==> config.mk <==
export PLATFORM = sky130hd
export DESIGN_NAME = estagio_busca
export DESIGN_NICKNAME = d
export VERILOG_FILES = /design/src/rtl/estagio_busca.sv
export SDC_FILE = /design/constraint.sdc
export NUM_CORES = 1
export LEC_CHECK = 0
export CAP_MARGIN = 30
export CORE_ASPECT_RATIO = 0.5
export CORE_UTILIZATION = 30
export CTS_CLUSTER_SIZE = 16
export DETAILED_ROUTE_END_ITERATION = 8
export HOLD_SLACK_MARGIN = 0.1
export PLACE_DENSITY = 0.45
export SLEW_MARGIN = 20
export SYNTH_ARGS = -nofsm -noshare
export SYNTH_HDL_FRONTEND = slang
export SYNTH_SLANG_ARGS = --single-unit
==> constraint.sdc <==
create_clock -name clock -period 6.45 [get_ports clock]
set_input_delay 1.935 -clock clock [delete_from_list [all_inputs] [get_ports clock]]
set_output_delay 1.935 -clock clock [all_outputs]
set_load 0.01 [all_outputs]
==> src/rtl/estagio_busca.sv <==
// Instruction-fetch stage: owns the PC and a loadable instruction memory, hands one
// instruction per cycle downstream over valid/ready and stops on halt or a bad PC.
module estagio_busca #(
  parameter int unsigned LARGURA_END  = 8,
  parameter int unsigned PROFUNDIDADE = 64,
  parameter int unsigned VETOR_INICIO = 0
) (
  input  logic                   clock,
  input  logic                   reset,
  input  logic                   carrega_en,
  input  logic [LARGURA_END-1:0] carrega_end,
  input  logic [7:0]             carrega_dado,
  input  logic                   inicia,
  input  logic                   pronto,
  input  logic                   jump,
  input  logic                   beq,
  input  logic                   zero,
  input  logic [LARGURA_END-1:0] desvio,
  output logic [7:0]             instrucao,
  output logic [LARGURA_END-1:0] pc_atual,
  output logic                   instrucao_valida,
  output logic                   parado,
  output logic                   erro_end,
  output logic [1:0]             estado_dbg
);

  // Handshake: a word is consumed on a posedge where instrucao_valida && pronto;
  // while valid and not ready, instrucao and pc_atual hold.

  localparam int unsigned IW = (PROFUNDIDADE > 1) ? $clog2(PROFUNDIDADE) : 1;
  localparam logic [LARGURA_END-1:0] VETOR = LARGURA_END'(VETOR_INICIO);
  localparam logic [LARGURA_END-1:0] UM    = LARGURA_END'(1);

  typedef enum logic [1:0] {
    OCIOSO = 2'd0,
    BUSCA  = 2'd1,
    PARADO = 2'd2
  } estado_t;

  estado_t                estado_q;
  logic [7:0]             instrucao_q;
  logic [LARGURA_END-1:0] pc_q;
  logic                   valida_q;
  logic                   parado_q;
  logic                   erro_q;

  logic [7:0]             mem [PROFUNDIDADE];

  logic                   redireciona;
  logic                   eh_halt;
  logic [LARGURA_END-1:0] pc_d;
  logic [LARGURA_END-1:0] end_leitura;
  logic                   leitura_ok;
  logic [7:0]             instrucao_d;

  function automatic logic em_faixa(input logic [LARGURA_END-1:0] a);
    return 32'(a) < PROFUNDIDADE;
  endfunction

  always_comb begin
    redireciona = jump || (beq && zero);
    eh_halt     = (instrucao_q[7:4] == 4'b1111);
    pc_d        = pc_q + UM + (redireciona ? desvio : '0);
    // First fetch after inicia reads at pc_q; every later fetch reads at the next PC.
    end_leitura = valida_q ? pc_d : pc_q;
    leitura_ok  = (estado_q == BUSCA) && em_faixa(end_leitura);
    instrucao_d = 8'h00;
    if (leitura_ok) instrucao_d = mem[end_leitura[IW-1:0]];
  end

  // Program memory has no reset so a loaded program survives reset.
  always_ff @(posedge clock) begin
    if (carrega_en && (estado_q != BUSCA) && em_faixa(carrega_end))
      mem[carrega_end[IW-1:0]] <= carrega_dado;
  end

  always_ff @(posedge clock or negedge reset) begin
    if (!reset) begin
      estado_q    <= OCIOSO;
      instrucao_q <= 8'h00;
      pc_q        <= VETOR;
      valida_q    <= 1'b0;
      parado_q    <= 1'b0;
      erro_q      <= 1'b0;
    end else begin
      case (estado_q)
        OCIOSO, PARADO: begin
          if (inicia) begin
            estado_q <= BUSCA;
            pc_q     <= VETOR;
            valida_q <= 1'b0;
            parado_q <= 1'b0;
          end
        end
        BUSCA: begin
          if (!valida_q) begin
            if (em_faixa(pc_q)) begin
              instrucao_q <= instrucao_d;
              valida_q    <= 1'b1;
            end else begin
              erro_q   <= 1'b1;
              estado_q <= PARADO;
              parado_q <= 1'b1;
            end
          end else if (pronto) begin
            // Halt wins over any redirect and leaves the PC on the halt word.
            if (eh_halt) begin
              estado_q <= PARADO;
              valida_q <= 1'b0;
              parado_q <= 1'b1;
            end else if (em_faixa(pc_d)) begin
              pc_q        <= pc_d;
              instrucao_q <= instrucao_d;
            end else begin
              pc_q     <= pc_d;
              erro_q   <= 1'b1;
              estado_q <= PARADO;
              valida_q <= 1'b0;
              parado_q <= 1'b1;
            end
          end
        end
        default: estado_q <= OCIOSO;
      endcase
    end
  end

  assign instrucao        = instrucao_q;
  assign pc_atual         = pc_q;
  assign instrucao_valida = valida_q;
  assign parado           = parado_q;
  assign erro_end         = erro_q;
  assign estado_dbg       = estado_q;

endmodule

==> results.json <==
{
  "hold_depth": 2,
  "slew_viol_final": 0,
  "finalCritPeriodShare_pct": 81.3,
  "ys_ff_latch": 533,
  "avgSynthCellArea_um2": 19.7,
  "p_comb_share_pct": 39.2,
  "power.leakage_nw": 7.97,
  "hold_violations": 0,
  "drc_errors": 0,
  "drt-wirelength-per-cell_um": 25.1,
  "vias": 10700,
  "coreArea_um2": 71100,
  "yosys_most_used_dff": "edfxtp_1",
  "relSlewSlack_pct": 37.5,
  "firstDrtPassIters": 5,
  "ios": 53,
  "cts_buffers": 51,
  "cap_viol_max_count": 0,
  "final_nets": 1231,
  "synthDistinctLibCells": 66,
  "worst-r2r-cell-count": 8,
  "slowest_stage": "clkdlybuf4s50_1",
  "grt.overflow.total": 0,
  "synthTopCellsByArea": "edfxtp_1, mux4_2, dfrtp_1, mux2i_1, nor2_1",
  "rsz0062_at_grt": "no",
  "setup-violations-final": 0,
  "die_w_um": 381,
  "seqPwrFrac_pct": 35.2,
  "start_util_pct": 30.4,
  "drt-vias-per-instance": 4.91,
  "min_from": "erro_end$_DFFE_PN0P_",
  "finalWorstPathRequiredPeriod_ps": 5240,
  "async_flop_share_pct": 3.94,
  "drive_gt1_share_pct": 23.6,
  "worstSkewPairLatency_ps": 610,
  "layout_common_cells": "edfxtp_1, mux4_2, nor2_1",
  "grt_use_total_pct": 15.0,
  "cp_max_fo": 49,
  "skew_ps": 22.0,
  "h-tree-depth": 2,
  "cp_slowest_stage_delay_ps": 460,
  "grt_max_degree": 65,
  "fin_util_pct": 35.1,
  "dieArea_um2": 73100,
  "die_y_um": 192,
  "antenna_found_initial": 1,
  "dr.first_iter.drc_count": 849,
  "whs_ps": 520,
  "synth_top_area_share_pct": 71.2,
  "antenna_cells": 0,
  "grt_pass1_wl_mm": 79.3,
  "ir_drop_mv": 0.316,
  "max-clock-path-buffers": 3,
  "dp_hpwl_mm": 34.0,
  "rr_startpoint": "instrucao_valida$_DFFE_PN0P_",
  "worstPathArrival_ps": 5720,
  "rows": 69,
  "p_sw_mw": 3.81,
  "cts_root_buffer": "clkbuf_16",
  "worstPathRequired_ps": 6930,
  "fmax_mhz": 191,
  "start_kind": "primary input",
  "criticalPathCategory": "primary input to register",
  "ff2ff_setup_slack_ps": 2770,
  "wl_mm": 54.6,
  "syn_to_final_growth_pct": 15.6,
  "swShare_pct": 33.7,
  "ant_nets": 0,
  "holdCritPathClass": "register to register",
  "syn-num-nets": 1135,
  "syn_inst": 1094,
  "crit_chain": "clkdlybuf4s50_1 > a21o_1 > nand2_1 > ha_1 > fa_1 > nand2b_1 > and3_1 > nor3_4 > buf_12 > mux2_2 > o211ai_1 > o2111ai_1 > o221a_1",
  "reg2reg_to": "instrucao[2]$_DFFE_PN0P_",
  "place.gp.congestion": 0.829,
  "cts_tree": "yes",
  "syn_area_um2": 21600,
  "yosys.area.top_type": "edfxtp_1",
  "fin_setup_tns_ps": 0,
  "power_frac_clock_pct": 25.7,
  "p_per_area_nw_per_um2": 453,
  "layout_commonest_cell": "edfxtp_1",
  "cts-resized-gates": 0,
  "cts_setup_buffers": 0,
  "clk_pin_slew_ps": 60,
  "synth-edff-count": 512,
  "min_to": "erro_end$_DFFE_PN0P_",
  "ys_warn_count": 0,
  "clkSinkCount": 533,
  "port_buffers": 52,
  "worst_pin_slew_ps": 935,
  "grt_pass1_vias": 11100,
  "status": "completed",
  "power.internal_mw": 7.49,
  "ctsHoldBuffers": 0,
  "end_kind": "register",
  "yosysSeqAreaShare_pct": 73.6
}
[cells by family after synthesis]
group	Yosys count	synth area share, %
compound gates	91	3.19
xor+xnor	6	0.243
fa+ha+maj	9	0.556
buf+inv	66	1.79
flops	533	73.6
mux	195	16.3
simple gates	194	4.27
[how the worst max path moves through the flow]
stage,start,to,slack [ps],cells past startpoint
after global routing,beq,instrucao[2]$_DFFE_PN0P_,1060,13
after floorplan,beq,instrucao[2]$_DFFE_PN0P_,1860,13
after CTS,beq,instrucao[4]$_DFFE_PN0P_,1260,13
after global placement,zero,instrucao[4]$_DFFE_PN0P_,640,13
final,beq,instrucao[2]$_DFFE_PN0P_,1210,13
after detailed placement,zero,instrucao[4]$_DFFE_PN0P_,630,13
[critical path: cells and delay by family]
| family | cells | cell delay [ps] |
|---|---|---|
| muxes | 1 | 390 |
| AOI/OAI and AO/OA | 4 | 1090 |
| and+or+nand+nor | 4 | 750 |
| adders and majority gates | 2 | 630 |
| buffers and inverters | 2 | 780 |
[cells in the mapped netlist, types with 10 or more instances]
cell	count
o211ai_1	10
nor2_1	84
clkbuf_1	14
a21oi_1	12
edfxtp_1	512
nand3_1	16
mux4_2	123
mux2i_1	45
mux2_2	26
o21ai_0	12
buf_6	11
buf_2	21
nand2_1	41
dfrtp_1	21
[layer usage]
layer | part of all wire (%) | GRT usage [%] | vias up
met1 | 45 | 20.6 | 5701
met4 | 1.5 | 3.44 | 0
met2 | 47 | 24.3 | 279
met3 | 6.2 | 3.55 | 56
met5 | 0 | 0 | -
li1 | - | - | 4674
[state kept, by name, indices dropped and copies added (netlist names)]
name / cells
mem: 512
instrucao_valida: 1
parado: 1
erro_end: 1
estado_dbg: 2
pc_atual: 8
instrucao: 8
[power groups by stage]
| stage | Sequential, mW | Combinational, mW | Clock (mW) |
|---|---|---|---|
| 2_1_floorplan | 3.99 | 2.99 | 0 |
| 3_3_place_gp | 4.05 | 4.49 | 0 |
| 3_5_place_dp | 4.04 | 4.48 | 0 |
| 4_1_cts | 3.97 | 4.50 | 2.97 |
| 5_1_grt | 3.98 | 4.73 | 3.09 |
| 6_report | 3.97 | 4.43 | 2.90 |
[stage by stage]
stage / instance area, um^2 / cells / worst slack [ps] / total power, mW
2_1_floorplan: 21600 / 1094 / 1860 / 6.98
3_3_place_gp: 23300 / 2077 / 642 / 8.53
3_5_place_dp: 23300 / 2085 / 633 / 8.53
4_1_cts: 24900 / 2170 / 1260 / 11.4
5_1_grt: 25000 / 2180 / 1060 / 11.8
6_report: 25000 / 2180 / 1210 / 11.3
[layout make-up]
class | instances | area [um^2]
repair buffers | 100 | 908
flip-flops and latches | 533 | 15900
multi-input cells | 495 | 5360
fillers | 6662 | 46200
clock buffers | 63 | 1340
inverters | 9 | 33.8
well taps | 958 | 1200
clock inverters | 22 | 216
Power figures use the tool's default switching activity.
